===== src/rtl/seq_pkg.sv =====
// Shared types and constants for the instruction sequencer and its bench.
package seq_pkg;

   localparam int unsigned WORD_W = 16;

   typedef enum logic [1:0] {
      IDLE  = 2'd0,
      ISSUE = 2'd1,
      WAIT  = 2'd2,
      HUNG  = 2'd3
   } seq_state_t;

   localparam logic [2:0] OP_MV  = 3'b000;
   localparam logic [2:0] OP_MVT = 3'b001;
   localparam logic [2:0] OP_ADD = 3'b010;
   localparam logic [2:0] OP_SUB = 3'b011;

   // Instruction word layout: III M XXX DDDDDDDDD
   function automatic logic [WORD_W-1:0] enc_instr(input logic [2:0] op, input logic imm,
                                                   input logic [2:0] rx, input logic [8:0] d);
      return {op, imm, rx, d};
   endfunction

endpackage


===== src/rtl/sync_fifo.sv =====
// Synchronous FIFO with registered count/full/empty; drops pushes when full, ignores pops when empty.
module sync_fifo #(
   parameter int unsigned W     = 16,
   parameter int unsigned DEPTH = 8,
   parameter int unsigned AW    = 3
) (
   input  logic          Clock,
   input  logic          Resetn,
   input  logic          push,
   input  logic          pop,
   input  logic [W-1:0]  wdata,
   output logic [W-1:0]  rdata,
   output logic [AW:0]   count,
   output logic          full,
   output logic          empty
);

   logic [W-1:0]  r_mem [DEPTH];
   logic [AW-1:0] r_wp;
   logic [AW-1:0] r_rp;
   logic [AW:0]   r_count;
   logic          r_full;
   logic          r_empty;
   logic          w_push;
   logic          w_pop;
   logic [AW:0]   w_count_nxt;

   assign w_push      = push && !r_full;
   assign w_pop       = pop && !r_empty;
   assign w_count_nxt = r_count + (AW+1)'(w_push) - (AW+1)'(w_pop);

   always_ff @(posedge Clock or negedge Resetn) begin
      if (!Resetn) begin
         r_wp    <= '0;
         r_rp    <= '0;
         r_count <= '0;
         r_full  <= 1'b0;
         r_empty <= 1'b1;
      end else begin
         if (w_push) r_wp <= r_wp + AW'(1);
         if (w_pop)  r_rp <= r_rp + AW'(1);
         r_count <= w_count_nxt;
         r_full  <= (w_count_nxt == (AW+1)'(DEPTH));
         r_empty <= (w_count_nxt == '0);
      end
   end

   // Storage needs no reset: pointers and count define what is valid.
   always_ff @(posedge Clock) begin
      if (w_push) r_mem[r_wp] <= wdata;
   end

   assign rdata = r_mem[r_rp];
   assign count = r_count;
   assign full  = r_full;
   assign empty = r_empty;

endmodule


===== src/rtl/instr_sequencer.sv =====
// Feeds buffered instruction words to the processor over DIN/Run, waits for Done,
// counts retired instructions and flags a Done timeout.
module instr_sequencer
   import seq_pkg::*;
#(
   parameter int unsigned DEPTH   = 8,
   parameter int unsigned AW      = 3,
   parameter int unsigned TIMEOUT = 15
) (
   input  logic              Clock,
   input  logic              Resetn,
   input  logic [WORD_W-1:0] WrData,
   input  logic              WrEn,
   input  logic              Enable,
   input  logic              Done,
   output logic [WORD_W-1:0] DIN,
   output logic              Run,
   output logic              Full,
   output logic              Empty,
   output logic [AW:0]       Count,
   output logic              Busy,
   output logic [15:0]       Retired,
   output logic              Err
);

   localparam int unsigned WCW = $clog2(TIMEOUT + 1);

   seq_state_t        r_state;
   logic [WORD_W-1:0] r_din;
   logic              r_run;
   logic              r_busy;
   logic [WCW-1:0]    r_wcnt;
   logic [15:0]       r_retired;
   logic              r_err;

   logic [WORD_W-1:0] w_head;
   logic              w_empty;
   logic              w_can_issue;
   logic              w_pop;
   logic [WCW-1:0]    w_wcnt_nxt;

   sync_fifo #(.W(WORD_W), .DEPTH(DEPTH), .AW(AW)) u_fifo (
      .Clock  (Clock),
      .Resetn (Resetn),
      .push   (WrEn),
      .pop    (w_pop),
      .wdata  (WrData),
      .rdata  (w_head),
      .count  (Count),
      .full   (Full),
      .empty  (w_empty)
   );

   assign w_can_issue = Enable && !w_empty;
   assign w_pop       = w_can_issue && ((r_state == IDLE) || ((r_state == WAIT) && Done));
   assign w_wcnt_nxt  = r_wcnt + WCW'(1);

   always_ff @(posedge Clock or negedge Resetn) begin
      if (!Resetn) begin
         r_state   <= IDLE;
         r_din     <= '0;
         r_run     <= 1'b0;
         r_busy    <= 1'b0;
         r_wcnt    <= '0;
         r_retired <= '0;
         r_err     <= 1'b0;
      end else begin
         r_run <= 1'b0;
         case (r_state)
            IDLE: begin
               if (w_can_issue) begin
                  r_state <= ISSUE;
                  r_din   <= w_head;
                  r_run   <= 1'b1;
                  r_busy  <= 1'b1;
               end else begin
                  r_din <= '0;
               end
            end
            ISSUE: begin
               r_state <= WAIT;
               r_wcnt  <= '0;
            end
            WAIT: begin
               if (Done) begin
                  r_retired <= r_retired + 16'd1;
                  if (w_can_issue) begin
                     r_state <= ISSUE;
                     r_din   <= w_head;
                     r_run   <= 1'b1;
                  end else begin
                     r_state <= IDLE;
                     r_din   <= '0;
                     r_busy  <= 1'b0;
                  end
               end else begin
                  r_wcnt <= w_wcnt_nxt;
                  // Hung processor: park until reset, keeping DIN for inspection.
                  if (w_wcnt_nxt == WCW'(TIMEOUT)) begin
                     r_state <= HUNG;
                     r_err   <= 1'b1;
                     r_busy  <= 1'b0;
                  end
               end
            end
            HUNG: begin
               r_state <= HUNG;
            end
            default: r_state <= IDLE;
         endcase
      end
   end

   assign DIN     = r_din;
   assign Run     = r_run;
   assign Busy    = r_busy;
   assign Retired = r_retired;
   assign Err     = r_err;
   assign Empty   = w_empty;

endmodule

===== config.mk =====
export PLATFORM = sky130hd
export DESIGN_NAME = instr_sequencer
export DESIGN_NICKNAME = d
export VERILOG_FILES = /design/src/rtl/seq_pkg.sv /design/src/rtl/sync_fifo.sv /design/src/rtl/instr_sequencer.sv
export SDC_FILE = /design/constraint.sdc
export NUM_CORES = 1
export LEC_CHECK = 0
export BUFFER_PORTS_ARGS = -buffer_cell sky130_fd_sc_hd__buf_2
export CAP_MARGIN = 20
export CELL_PAD_IN_SITES_DETAIL_PLACEMENT = 0
export CELL_PAD_IN_SITES_GLOBAL_PLACEMENT = 1
export CORE_ASPECT_RATIO = 0.9
export CORE_MARGIN = 2
export CORE_UTILIZATION = 45
export CTS_CLUSTER_DIAMETER = 120
export CTS_CLUSTER_SIZE = 40
export DETAILED_ROUTE_END_ITERATION = 7
export PLACE_DENSITY = 0.7
export SLEW_MARGIN = 20
export SYNTH_ARGS = -nofsm -noshare
export SYNTH_HDL_FRONTEND = slang
export SYNTH_SLANG_ARGS = --single-unit

===== constraint.sdc =====
create_clock -name Clock -period 3 [get_ports Clock]
set_input_delay 0.15 -clock Clock [delete_from_list [all_inputs] [get_ports Clock]]
set_output_delay 0.15 -clock Clock [all_outputs]
set_load 0.02 [all_outputs]

==> flow_summary.json <==
{
  "syn_inst": 411,
  "drt-pass1-iter-count": 4,
  "die-area_um2": 17100,
  "synthXorXnorAreaFrac": 0.0278,
  "fin_skew_ns": 0.00619,
  "io_buffers": 61,
  "rsz0062_at_grt": "false",
  "slew_viol_final": 0,
  "yosysUniqueCellTypes": 44,
  "synth_warnings": 0,
  "tns_ns": 0,
  "crit_arrival_ns": 2.82,
  "synthAdderAreaFrac": 0.0183,
  "syn-num-nets": 442,
  "clk_path_buf_depth": 2,
  "relSlewSlack": 0.424,
  "hold_path_class": "input pin to flop",
  "critPathCaptureType": "flop",
  "path_clk_slew_ns": 0.07,
  "crit_type": "flop to flop",
  "clk_latency_ns": 0.43,
  "cts_sinks": 181,
  "synth_top_family_by_area": "multiplexers",
  "die_x_um": 138,
  "syn_area_um2": 7250,
  "synth_edf_count": 128,
  "root_buffer": "clkbuf_16",
  "p_per_area_nw_per_um2": 929,
  "num_vias": 3798,
  "leakage_nw": 3.37,
  "fin_crit_sh": 0.818,
  "fmax_mhz": 408,
  "synth_common_cells": "edfxtp_1, dfrtp_1, nand2_1, mux4_1, xnor2_1",
  "tritoncts": "done",
  "max_cap_violations": 0,
  "avgSynthCellArea_um2": 17.6,
  "antenna_cells": 0,
  "holdPathStages": 1,
  "ys_seq_area_frac": 0.714,
  "cp_data_required_time_ns": 3.36,
  "first_iter_violations": 196,
  "postRouteAntennaNets": 0,
  "ioPinCount": 62,
  "drc": 0,
  "tightest_slew_ns": 0.864,
  "worstPathMaxFanout": 4,
  "nets": 536,
  "postLayoutCoreUtil": 0.551,
  "rows": 43,
  "yosys.area_share.simple": 0.0566,
  "overflow": 0,
  "grt_start_max_net_pins": 35,
  "detailed_place_hpwl_um": 8110,
  "ir_worst_vdd_mv": 0.526,
  "fp.coreArea_um2": 15600,
  "die_h_um": 124,
  "synthMuxAreaShare": 0.134,
  "ys_top_cells_by_area": "edfxtp_1, dfrtp_1, mux4_1",
  "synth_compound_area_frac": 0.0271,
  "totalWireLength_um": 13700,
  "r2r_slack_ns": 0.55,
  "area_growth_syn_to_layout_pct": 18.7,
  "detail_route.wl_per_cell_um": 19.1,
  "yosysMostFrequentCell": "edfxtp_1",
  "ff2ff_path_depth": 10,
  "start_kind": "flop",
  "grt_pass1_wl_um": 21700,
  "cts_max_level": 4,
  "grt.total_usage": 0.173,
  "yosys.area.top_type": "edfxtp_1",
  "cts_made_buffers": 17,
  "synth.top_cell.area_share": 0.530,
  "postCtsSetupRepairBufs": 0,
  "via_per_inst": 5.28,
  "layout-drive-gt1-share": 0.253,
  "synth_flop_cell": "edfxtp_1",
  "yosys_register_bits": 181,
  "async_flop_share": 0.293,
  "antenna_found_initial": 0,
  "finalSetupViolations": 0,
  "outcome": "complete, no violations",
  "grt_pass1_vias": 3916,
  "gp_congestion": 0.741,
  "hold_viol_final": 0,
  "fin_crit_ns": 2.45,
  "start_util": 0.464
}
[flip-flops by register name, summed over array words and instances, names as in the netlist, 2 cells and up]
register	flops
u_fifo.r_rp	3
r_wcnt	4
u_fifo.r_mem	128
u_fifo.count	4
r_state	2
DIN	16
Retired	16
u_fifo.r_wp	3
[timing repair]
| item | in CTS | in global routing |
|---|---|---|
| hold endpoints to repair | 137 | 0 |
| gates resized for setup | 0 | 0 |
| hold buffers | 16 | 0 |
[routing by layer]
layer / track usage / up-vias / part of all wire
li1: - / 1763 / -
met1: 0.238 / 1934 / 0.47
met2: 0.269 / 81 / 0.47
met3: 0.0407 / 20 / 0.038
met4: 0.0654 / 0 / 0.017
met5: 0 / - / 0
[layout make-up]
cell class                 count  area, um2
timing repair buffer          93        586
inverter                      12       45.0
fill                        1250       7000
sequential                   181       5170
clock inverter                12        169
clock buffer                  19        453
tap                          202        253
multi-input combinational    200       1920
[critical path: stages (launching register included)]
cell	delay (ns)
dfstp_2	0.53
nand2b_1	0.17
or3_4	0.16
inv_2	0.04
ha_1	0.26
inv_1	0.04
ha_1	0.19
fa_1	0.39
xor2_1	0.18
or3_1	0.33
nor2b_1	0.11
[where the power goes]
group          switching (W)  internal (W)
registers           0.000296       0.00317
clock network       0.000952       0.00137
logic                0.00121      0.000994
total                0.00246       0.00553
[final timing paths]
kind	start	endpoint
min	WrData[10]	u_fifo.r_mem[7][10]
max reg2reg	u_fifo.empty	u_fifo.full
min in group asynchronous	Resetn	Busy
max	u_fifo.empty	u_fifo.full
max in group asynchronous	Resetn	u_fifo.empty
min reg2reg	Retired[15]	Retired[15]
[cell families after synthesis]
kind of cell | Yosys count
buffers and inverters | 30
muxes | 50
DFF | 181
and+or+nand+nor | 83
adders and majority gates | 10
xor gates and xnor gates | 23
AOI/OAI and AO/OA | 34
[metrics by stage]
stage | area (um2) | total power [W] | hold WS [ns] | cells | worst slack (ns)
floorplan | 7250 | 0.00509 | -0.146 | 411 | 0.476
CTS | 8600 | 0.00809 | 0.000135 | 719 | 0.530
detailed placement | 7820 | 0.00575 | 0.205 | 672 | 0.534
global placement | 7820 | 0.00569 | 0.197 | 672 | 0.589
finish | 8600 | 0.00799 | 0.0163 | 719 | 0.546
global route | 8600 | 0.00843 | 0.0153 | 719 | 0.426
[placed cells by master (no fill, tap or decap), types with 5 or more instances in the layout]
| cell | netlist | final |
|---|---|---|
| nor2_1 | 13 | 13 |
| and3_1 | 5 | 5 |
| buf_4 | 0 | 16 |
| nand4_1 | 5 | 5 |
| clkinv_4 | 0 | 5 |
| edfxtp_1 | 128 | 128 |
| nand2_1 | 33 | 33 |
| dlygate4sd3_1 | 0 | 16 |
| inv_1 | 11 | 11 |
| ha_1 | 9 | 9 |
| dfrtp_1 | 52 | 51 |
| clkbuf_16 | 0 | 17 |
| mux4_1 | 19 | 19 |
| mux4_2 | 13 | 13 |
| buf_2 | 9 | 61 |
| mux2i_1 | 17 | 17 |
| nand3_1 | 7 | 7 |
| o21ai_1 | 16 | 16 |
| xnor2_1 | 19 | 19 |
| nor2b_1 | 5 | 5 |
| o21ai_0 | 5 | 5 |
Note: power is estimated with default switching activity, not from simulation.
